**src/rtl/mem_lsu_pkg.sv**
```systemverilog
// Shared types and constants for the memory-stage load/store unit.
package mem_lsu_pkg;

  localparam int unsigned XLEN   = 64;
  localparam int unsigned STRB_W = XLEN / 8;

  typedef enum logic [1:0] {
    MEM_NONE  = 2'd0,
    MEM_LOAD  = 2'd1,
    MEM_STORE = 2'd2
  } mem_type_e;

  typedef enum logic [3:0] {
    MCAUSE_NONE        = 4'd0,
    MCAUSE_LD_MISALIGN = 4'd4,
    MCAUSE_ST_MISALIGN = 4'd6
  } csr_mcause_e;

  typedef enum logic [1:0] {
    LSU_IDLE,
    LSU_REQ,
    LSU_RESP,
    LSU_DONE
  } lsu_state_e;

  // funct3[1:0] access size
  localparam logic [1:0] LSU_B = 2'd0;
  localparam logic [1:0] LSU_H = 2'd1;
  localparam logic [1:0] LSU_W = 2'd2;
  localparam logic [1:0] LSU_D = 2'd3;

  typedef struct packed {
    logic [XLEN-1:0]   addr;
    logic              we;
    logic [STRB_W-1:0] wstrb;
    logic [XLEN-1:0]   wdata;
  } dmem_req_t;

  // Low address bits that must be zero for a naturally aligned access.
  function automatic logic [2:0] lsu_low_mask(input logic [1:0] size);
    return 3'((4'd1 << size) - 4'd1);
  endfunction

endpackage

```
**src/rtl/mem_lsu_if.sv**
```systemverilog
// Data-memory bus: valid/ready request channel plus response-valid return.
interface mem_lsu_if;

  logic                                 valid;
  logic                                 ready;
  logic [mem_lsu_pkg::XLEN-1:0]         addr;
  logic                                 we;
  logic [mem_lsu_pkg::STRB_W-1:0]       wstrb;
  logic [mem_lsu_pkg::XLEN-1:0]         wdata;
  logic                                 rvalid;
  logic [mem_lsu_pkg::XLEN-1:0]         rdata;

  modport master (
    output valid, addr, we, wstrb, wdata,
    input  ready, rvalid, rdata
  );

  modport slave (
    input  valid, addr, we, wstrb, wdata,
    output ready, rvalid, rdata
  );

endinterface

```
**src/rtl/mem_lsu_align.sv**
```systemverilog
// Lane steering: store strobe/data replication and load lane extract + extend.
module mem_lsu_align
  import mem_lsu_pkg::*;
(
  input  logic [1:0]        size,
  input  logic              is_unsigned,
  input  logic [2:0]        offset,
  input  logic [XLEN-1:0]   wdata,
  input  logic [XLEN-1:0]   rdata,
  output logic [STRB_W-1:0] wstrb_c,
  output logic [XLEN-1:0]   wdata_c,
  output logic [XLEN-1:0]   rdata_c
);

  logic [XLEN-1:0] shifted;

  always_comb begin
    wstrb_c = '0;
    wdata_c = '0;
    rdata_c = '0;
    shifted = rdata >> {offset, 3'b000};
    case (size)
      LSU_B: begin
        wstrb_c = STRB_W'(8'h01) << offset;
        wdata_c = {(XLEN/8){wdata[7:0]}};
        rdata_c = is_unsigned ? {{(XLEN-8){1'b0}}, shifted[7:0]}
                              : {{(XLEN-8){shifted[7]}}, shifted[7:0]};
      end
      LSU_H: begin
        wstrb_c = STRB_W'(8'h03) << offset;
        wdata_c = {(XLEN/16){wdata[15:0]}};
        rdata_c = is_unsigned ? {{(XLEN-16){1'b0}}, shifted[15:0]}
                              : {{(XLEN-16){shifted[15]}}, shifted[15:0]};
      end
      LSU_W: begin
        wstrb_c = STRB_W'(8'h0F) << offset;
        wdata_c = {(XLEN/32){wdata[31:0]}};
        rdata_c = is_unsigned ? {{(XLEN-32){1'b0}}, shifted[31:0]}
                              : {{(XLEN-32){shifted[31]}}, shifted[31:0]};
      end
      LSU_D: begin
        wstrb_c = STRB_W'(8'hFF);
        wdata_c = wdata;
        rdata_c = shifted;
      end
      default: begin
        wstrb_c = '0;
      end
    endcase
  end

endmodule

```
**src/rtl/mem_lsu.sv**
```systemverilog
// Memory-stage load/store unit: one bus transaction per EX/MEM operation.
// Define LSU_MISALIGN_TRAP_EN to trap misaligned accesses instead of masking them.
module mem_lsu
  import mem_lsu_pkg::*;
#(
  parameter int unsigned Xlen = 64
) (
  input  logic            clk_i,
  input  logic            rst_ni,
  input  logic            req_valid_i,
  input  mem_type_e       mem_type_i,
  input  logic [2:0]      funct3_i,
  input  logic [Xlen-1:0] addr_i,
  input  logic [Xlen-1:0] wdata_i,
  output logic            stall_o,
  output logic            done_o,
  output logic [Xlen-1:0] load_data_o,
  output logic            expt_valid_o,
  output csr_mcause_e     expt_cause_o,
  output logic [Xlen-1:0] expt_value_o,
  mem_lsu_if.master       dmem
);

  lsu_state_e  state_q, state_d;
  dmem_req_t   req_q, req_d;
  logic        valid_q, valid_d;
  logic        is_load_q, is_load_d;
  logic [1:0]  size_q, size_d;
  logic        uns_q, uns_d;
  logic [2:0]  off_q, off_d;
  logic        done_q, done_d;
  logic [Xlen-1:0] ld_q, ld_d;
  logic        xv_q, xv_d;
  csr_mcause_e xc_q, xc_d;
  logic [Xlen-1:0] xval_q, xval_d;

  logic              op_valid;
  logic              is_store;
  logic              trap;
  logic [1:0]        size_sel;
  logic [2:0]        off_sel;
  logic [STRB_W-1:0] st_strb;
  logic [XLEN-1:0]   st_wdata;
  logic [XLEN-1:0]   ld_ext;

  assign op_valid = req_valid_i && (mem_type_i == MEM_LOAD || mem_type_i == MEM_STORE);
  assign is_store = (mem_type_i == MEM_STORE);

  // Aligner sees the live inputs while sampling, the latched op afterwards.
  assign size_sel = (state_q == LSU_IDLE) ? funct3_i[1:0] : size_q;
  assign off_sel  = (state_q == LSU_IDLE) ? (addr_i[2:0] & ~lsu_low_mask(funct3_i[1:0])) : off_q;

`ifdef LSU_MISALIGN_TRAP_EN
  assign trap = |(addr_i[2:0] & lsu_low_mask(funct3_i[1:0]));
`else
  assign trap = 1'b0;
`endif

  mem_lsu_align u_align (
    .size        (size_sel),
    .is_unsigned (uns_q),
    .offset      (off_sel),
    .wdata       (wdata_i),
    .rdata       (dmem.rdata),
    .wstrb_c     (st_strb),
    .wdata_c     (st_wdata),
    .rdata_c     (ld_ext)
  );

  // Next state and next registered outputs.
  always_comb begin
    state_d   = state_q;
    req_d     = req_q;
    valid_d   = valid_q;
    is_load_d = is_load_q;
    size_d    = size_q;
    uns_d     = uns_q;
    off_d     = off_q;
    ld_d      = ld_q;
    done_d    = 1'b0;
    xv_d      = 1'b0;
    xc_d      = MCAUSE_NONE;
    xval_d    = '0;
    unique case (state_q)
      LSU_IDLE: begin
        if (op_valid) begin
          is_load_d = !is_store;
          size_d    = funct3_i[1:0];
          uns_d     = funct3_i[2];
          off_d     = off_sel;
          if (trap) begin
            state_d = LSU_DONE;
            done_d  = 1'b1;
            ld_d    = '0;
            xv_d    = 1'b1;
            xval_d  = addr_i;
            if (is_store) xc_d = MCAUSE_ST_MISALIGN;
            else          xc_d = MCAUSE_LD_MISALIGN;
          end else begin
            state_d     = LSU_REQ;
            valid_d     = 1'b1;
            req_d.addr  = {addr_i[Xlen-1:3], 3'b000};
            req_d.we    = is_store;
            req_d.wstrb = is_store ? st_strb : '0;
            req_d.wdata = is_store ? st_wdata : '0;
          end
        end
      end
      LSU_REQ: begin
        if (dmem.ready) begin
          valid_d = 1'b0;
          if (is_load_q) begin
            state_d = LSU_RESP;
          end else begin
            state_d = LSU_DONE;
            done_d  = 1'b1;
            ld_d    = '0;
          end
        end
      end
      LSU_RESP: begin
        if (dmem.rvalid) begin
          state_d = LSU_DONE;
          done_d  = 1'b1;
          ld_d    = ld_ext;
        end
      end
      LSU_DONE: state_d = LSU_IDLE;
      default:  state_d = LSU_IDLE;
    endcase
  end

  always_ff @(posedge clk_i or negedge rst_ni) begin
    if (!rst_ni) begin
      state_q   <= LSU_IDLE;
      req_q     <= '0;
      valid_q   <= 1'b0;
      is_load_q <= 1'b0;
      size_q    <= 2'd0;
      uns_q     <= 1'b0;
      off_q     <= 3'd0;
      ld_q      <= '0;
      done_q    <= 1'b0;
      xv_q      <= 1'b0;
      xc_q      <= MCAUSE_NONE;
      xval_q    <= '0;
    end else begin
      state_q   <= state_d;
      req_q     <= req_d;
      valid_q   <= valid_d;
      is_load_q <= is_load_d;
      size_q    <= size_d;
      uns_q     <= uns_d;
      off_q     <= off_d;
      ld_q      <= ld_d;
      done_q    <= done_d;
      xv_q      <= xv_d;
      xc_q      <= xc_d;
      xval_q    <= xval_d;
    end
  end

  // Stall drops with reset so a reset pipeline is never held.
  assign stall_o      = rst_ni && req_valid_i && (state_q != LSU_DONE);
  assign done_o       = done_q;
  assign load_data_o  = ld_q;
  assign expt_valid_o = xv_q;
  assign expt_cause_o = xc_q;
  assign expt_value_o = xval_q;

  assign dmem.valid = valid_q;
  assign dmem.addr  = req_q.addr;
  assign dmem.we    = req_q.we;
  assign dmem.wstrb = req_q.wstrb;
  assign dmem.wdata = req_q.wdata;

endmodule

```
**src/flat_wrapper.sv**
```systemverilog
// flat-port wrapper written by rule: the top's interface ports become plain ports
module mem_lsu_flat import mem_lsu_pkg::*;
#(
  parameter int unsigned Xlen = 64
)
  (clk_i, rst_ni, req_valid_i, mem_type_i, funct3_i, addr_i, wdata_i, stall_o, done_o, load_data_o, expt_valid_o, expt_cause_o, expt_value_o, dmem_valid, dmem_addr, dmem_we, dmem_wstrb, dmem_wdata, dmem_ready, dmem_rvalid, dmem_rdata);
  mem_lsu_if dmem_i ();
  input  logic clk_i;
  input  logic rst_ni;
  input  logic req_valid_i;
  input  mem_type_e mem_type_i;
  input  logic [2:0] funct3_i;
  input  logic [Xlen-1:0] addr_i;
  input  logic [Xlen-1:0] wdata_i;
  output logic stall_o;
  output logic done_o;
  output logic [Xlen-1:0] load_data_o;
  output logic expt_valid_o;
  output csr_mcause_e expt_cause_o;
  output logic [Xlen-1:0] expt_value_o;
  output wire logic [$bits(dmem_i.valid)-1:0] dmem_valid;
  output wire logic [$bits(dmem_i.addr)-1:0] dmem_addr;
  output wire logic [$bits(dmem_i.we)-1:0] dmem_we;
  output wire logic [$bits(dmem_i.wstrb)-1:0] dmem_wstrb;
  output wire logic [$bits(dmem_i.wdata)-1:0] dmem_wdata;
  input wire logic [$bits(dmem_i.ready)-1:0] dmem_ready;
  input wire logic [$bits(dmem_i.rvalid)-1:0] dmem_rvalid;
  input wire logic [$bits(dmem_i.rdata)-1:0] dmem_rdata;
  assign dmem_valid = dmem_i.valid;
  assign dmem_addr = dmem_i.addr;
  assign dmem_we = dmem_i.we;
  assign dmem_wstrb = dmem_i.wstrb;
  assign dmem_wdata = dmem_i.wdata;
  assign dmem_i.ready = dmem_ready;
  assign dmem_i.rvalid = dmem_rvalid;
  assign dmem_i.rdata = dmem_rdata;
  mem_lsu #(.Xlen(Xlen)) u_core (.clk_i(clk_i), .rst_ni(rst_ni), .req_valid_i(req_valid_i), .mem_type_i(mem_type_i), .funct3_i(funct3_i), .addr_i(addr_i), .wdata_i(wdata_i), .stall_o(stall_o), .done_o(done_o), .load_data_o(load_data_o), .expt_valid_o(expt_valid_o), .expt_cause_o(expt_cause_o), .expt_value_o(expt_value_o), .dmem(dmem_i));
endmodule
```
**config.mk**
```make
export PLATFORM = sky130hd
export DESIGN_NAME = mem_lsu_flat
export DESIGN_NICKNAME = d
export VERILOG_FILES = /design/src/rtl/mem_lsu_pkg.sv /design/src/rtl/mem_lsu_if.sv /design/src/rtl/mem_lsu_align.sv /design/src/rtl/mem_lsu.sv /design/src/flat_wrapper.sv
export SDC_FILE = /design/constraint.sdc
export NUM_CORES = 1
export LEC_CHECK = 0
export CAP_MARGIN = 10
export CORE_MARGIN = 5
export CORE_UTILIZATION = 35
export CTS_CLUSTER_SIZE = 14
export DETAILED_ROUTE_END_ITERATION = 10
export GPL_ROUTABILITY_DRIVEN = 0
export GPL_TIMING_DRIVEN = 0
export HOLD_SLACK_MARGIN = 0.12
export PLACE_DENSITY = 0.7
export SYNTH_ARGS = -nofsm -noshare
export SYNTH_HDL_FRONTEND = slang
export SYNTH_SLANG_ARGS = --single-unit
export TNS_END_PERCENT = 100
```
**constraint.sdc**
```tcl
create_clock -name clk_i -period 3 [get_ports clk_i]
set_input_delay 0.6 -clock clk_i [delete_from_list [all_inputs] [get_ports clk_i]]
set_output_delay 0.6 -clock clk_i [all_outputs]
set_load 0.03 [all_outputs]
```
==> results.txt <==
Total number of clock tree sinks: 209. In the synthesized netlist the dominant register cell turns out to be sky130_fd_sc_hd__dfrtp_1. The floorplan step defined a die boundary enclosing 36710 µm².

The minimum setup slack after placement is -0.8787 ns, and the share of cells above drive strength 1 is 0.1213. The critical path contains buffers and inverters numbering 3 combined. Summed over all nets, the switching power comes to 0.01002 W. The final-report max-slew violation count was 0. Along the worst path, the maximum fanout reaches 10. The number of cells on the worst reg-to-reg path is 11. Part of the total power dissipated in the clock network: 0.156. For the highest ir drop seen on vdd, the log shows 551.0 µV.

The area share of the leading cell type in the synthesized netlist is 0.4531, and the synthesis-to-layout area growth is 51.43%. The number of input and output port buffers inserted came out at 402. The tools report the count of pins on the block boundary as 475. The type of the worst setup path is register to register.

The class of the tightest hold or removal check is input port to asynchronous set/reset pin. For the post-synthesis cell count, the log shows 1310. The top cell types in the final layout, fill and taps aside, are sky130_fd_sc_hd__nand2_1, sky130_fd_sc_hd__clkdlybuf4s50_1, sky130_fd_sc_hd__dfrtp_1, sky130_fd_sc_hd__o21ai_0, sky130_fd_sc_hd__buf_4. Maximum clock skew at final layout: 0.008413 ns.

Entering global routing, the biggest net connects 110 pins. After clock tree synthesis, the clock-pin slew on the worst setup and hold paths is 0.06 ns. The number of synthesized flops with an enable pin works out to 0.

Hold repair after CTS inserted 0 buffers. The final setup slack of the worst path is 0.1044 ns. For this run, design rule violations remaining after detail routing come to 0. Across the run, the number of max-cap violations was 0.

The core region is 32540 µm². The sequential power share was 0.229. The run gives 3.31 ns as the signal arrival time at the worst endpoint. After synthesis, the cell types taking the most area are sky130_fd_sc_hd__dfrtp_1, sky130_fd_sc_hd__nand2_1, sky130_fd_sc_hd__buf_4, sky130_fd_sc_hd__o21ai_0, sky130_fd_sc_hd__mux2i_1. Netlist area before placement: 11540 µm².

The summed area of non-filler cells in the final layout was 17480 µm². The total vias in the final route is 12180. For the maximum achievable frequency, the log shows 0.3454 GHz. At the worst endpoint, the required time is 3.41 ns.

The starting utilization of the core area came out at 0.3548. The number of global-route vias before repair was 11730; the number of antenna violations at the first check in global routing was 5. The critical path crosses 11 cells after its start point.

The fraction of synthesis flops using an asynchronous set or reset pin was 1.000. After detailed routing, the average wire length per cell comes to 21.48 µm. DRC violation total after the first TritonRoute iteration: 1331. Summed over all cells, the static leakage comes to 7.941 nW.

The run gives 66 as the number of placement rows. The most common cell after layout, fill and taps aside was sky130_fd_sc_hd__nand2_1. The run gives 0 as the number of endpoints with negative hold slack in the final report.

The synthesized design spends more area on one cell type than any other, namely sky130_fd_sc_hd__dfrtp_1. The transition time of the tightest slew-check pin was 0.8481 ns. Setup repair after global routing left no endpoint under its margin. The longest clock path from root to sink contains 3 buffers. The final count of negative-setup-slack endpoints came out at 0.

The run finished with clean final reports. Combinational share of power: 0.615. The part of the Yosys area used for sequential elements came out at 0.4531.

For this run, the slowest stage of the critical path takes 0.44 ns. The worst setup path is captured at a register. From bottom edge to top edge, the die measures 191.6 µm.

The slowest stage of the critical path belongs to the cell sky130_fd_sc_hd__dfrtp_1. In this run the horizontal extent of the chip is 191.6 µm. For the post-route antenna net violation count, the log shows 0. The first global-routing pass estimated 71660 µm of wire. Among cell families on the critical path, the largest total delay comes from simple AND/OR/NAND/NOR gates. The run gives 2023 as the net count reported at finish.

The tree is rooted in a sky130_fd_sc_hd__clkbuf_16. The routed wire length came out at 48940 µm. TritonCTS built the clock tree. The signal on the critical path passes through inv_2 -> ha_4 -> buf_6 -> mux2_2 -> ha_2 -> or2_2 -> clkbuf_4 -> nand3_4 -> o22ai_1 -> nor3b_2 -> a22oi_2. Counting distinct cell types in the post-synthesis netlist gives 58. Yosys printed 0 warnings. The final period utilization is 0.9652, and the mean instance size in the synthesized netlist is 8.811 µm². The worst-case headroom to the max-slew limit is 0.4346, and the cell area power density is 1171 nW/µm².

For the H-tree level count, the log shows 1. Summed over all layers, the global routing overflow is 0. The startpoint type of the worst setup path was a register.

The detailed placement HPWL was 37870 µm. The first-pass iteration count of the detailed router is 6, and the total global-route track usage is 0.2516. After layout, the minimum clock period comes to 2.896 ns. The number of vias per cell after detailed routing was 5.345. The placed instance area came out at 16420 µm². Counting the buffers created by CTS gives 25. The later pin in the worst-skew pair is clocked with a latency of 0.54 ns. Internal power comes to 0.01045 W.

The synthesized design contains 209 register bits. The switching part of the total power was 0.4893.
registers in the layout, summed over array words and instances (netlist names):
| register | cells |
|---|---|
| u_core.dmem.wstrb | 8 |
| u_core.dmem.wdata | 64 |
| u_core.uns_q | 1 |
| u_core.done_o | 1 |
| u_core.load_data_o | 64 |
| u_core.state_q | 2 |
| u_core.is_load_q | 1 |
| u_core.dmem.we | 1 |
| u_core.dmem.valid | 1 |
| u_core.dmem.addr | 61 |
| u_core.off_q | 3 |
| u_core.size_q | 2 |
final cells by class:
cell class                      count  area [µm²]
Clock buffer                       35       743.2
Antenna cell                        6       15.01
Clock inverter                     11       126.4
Multi-Input combinational cell    989        5630
Inverter                           16       60.06
Sequential cell                   209        5230
Tap cell                          442       553.0
Buffer                            164        1041
Fill cell                        3059       15060
Timing Repair Buffer              406        4079
through the flow:
| stage | setup TNS [ns] | power [W] | instances | utilization | hold WS [ns] |
|---|---|---|---|---|---|
| floorplan | 0 | 0.01197 | 1381 | - | 0.3044 |
| global placement | -1726.88 | 0.01666 | 2225 | 0.5036 | 0.4523 |
| detailed placement | -85.38 | 0.01682 | 2226 | 0.5046 | 0.4592 |
| CTS | 0 | 0.02022 | 2272 | 0.5340 | 0.1683 |
| global route | 0 | 0.02153 | 2277 | 0.5371 | 0.2092 |
| finish | 0 | 0.02047 | 2278 | 0.5372 | 0.1274 |
cell families after synthesis:
| logic type | count (synthesis) | share of synthesized area |
|---|---|---|
| adders and majority gates | 10 | 0.01084 |
| DFF | 209 | 0.4531 |
| muxes | 56 | 0.05637 |
| buffers and inverters | 183 | 0.09366 |
| other | 1 | 0.0003249 |
| and+or+nand+nor | 494 | 0.1772 |
| AOI/OAI and AO/OA | 357 | 0.2085 |
routing by layer:
metal / global-route usage / routed length [µm]
met4: 0.08481 / 1815
met2: 0.4093 / 22940
met5: 0 / 0
met1: 0.3304 / 19000
met3: 0.06089 / 5188
power groups by stage:
| stage | clock (W) | sequential (W) | combinational (W) |
|---|---|---|---|
| CTS | 0.00324 | 0.00468 | 0.0123 |
| detailed placement | 0 | 0.00472 | 0.0121 |
| global route | 0.00337 | 0.00483 | 0.0133 |
| global placement | 0 | 0.00468 | 0.0120 |
| finish | 0.00320 | 0.00469 | 0.0126 |
| floorplan | 0 | 0.00672 | 0.00525 |
synth_stat cells (2+ instances only):
cell type / number
sky130_fd_sc_hd__o211ai_1: 2
sky130_fd_sc_hd__a221oi_1: 46
sky130_fd_sc_hd__o21ai_0: 111
sky130_fd_sc_hd__ha_1: 10
sky130_fd_sc_hd__a32oi_1: 42
sky130_fd_sc_hd__o21a_1: 8
sky130_fd_sc_hd__dfrtp_1: 209
sky130_fd_sc_hd__a21oi_1: 59
sky130_fd_sc_hd__a22oi_2: 8
sky130_fd_sc_hd__o22ai_1: 30
sky130_fd_sc_hd__nand2_1: 420
sky130_fd_sc_hd__clkbuf_1: 61
sky130_fd_sc_hd__a22oi_1: 7
sky130_fd_sc_hd__buf_1: 9
sky130_fd_sc_hd__and2_1: 2
sky130_fd_sc_hd__nand2b_1: 11
sky130_fd_sc_hd__mux2_2: 2
sky130_fd_sc_hd__nor2_1: 16
sky130_fd_sc_hd__a31oi_1: 23
sky130_fd_sc_hd__nor3b_1: 8
sky130_fd_sc_hd__buf_2: 9
sky130_fd_sc_hd__mux4_2: 7
sky130_fd_sc_hd__nand3_1: 17
sky130_fd_sc_hd__mux2i_1: 47
sky130_fd_sc_hd__inv_1: 16
sky130_fd_sc_hd__a32oi_2: 2
sky130_fd_sc_hd__buf_6: 12
sky130_fd_sc_hd__or2_2: 2
sky130_fd_sc_hd__buf_4: 75
sky130_fd_sc_hd__a22o_1: 3
sky130_fd_sc_hd__nor3_1: 5
sky130_fd_sc_hd__o21ai_1: 5
repair_timing:
action | CTS | global route
setup endpoints to repair | 117 | 100
resized for setup | 33 | 39
pin swaps | 3 | 0
buffers inserted | 3 | 0
hold endpoints to repair | 0 | 0
path summary, 6_finish.rpt:
check                           slack [ns]                      to                 start
min in group clk_i                    0.47    u_core.dmem.wdata[1]  u_core.dmem.wdata[1]
max in group asynchronous             1.79   u_core.dmem.wdata[25]                rst_ni
worst min register to register        0.47    u_core.dmem.wdata[1]  u_core.dmem.wdata[1]
worst max register to register        0.10  u_core.load_data_o[23]     u_core.state_q[0]
worst max-delay path                  0.10  u_core.load_data_o[23]     u_core.state_q[0]
worst min-delay path                  0.13  u_core.load_data_o[49]                rst_ni
Note: power is estimated with default switching activity, not from simulation.
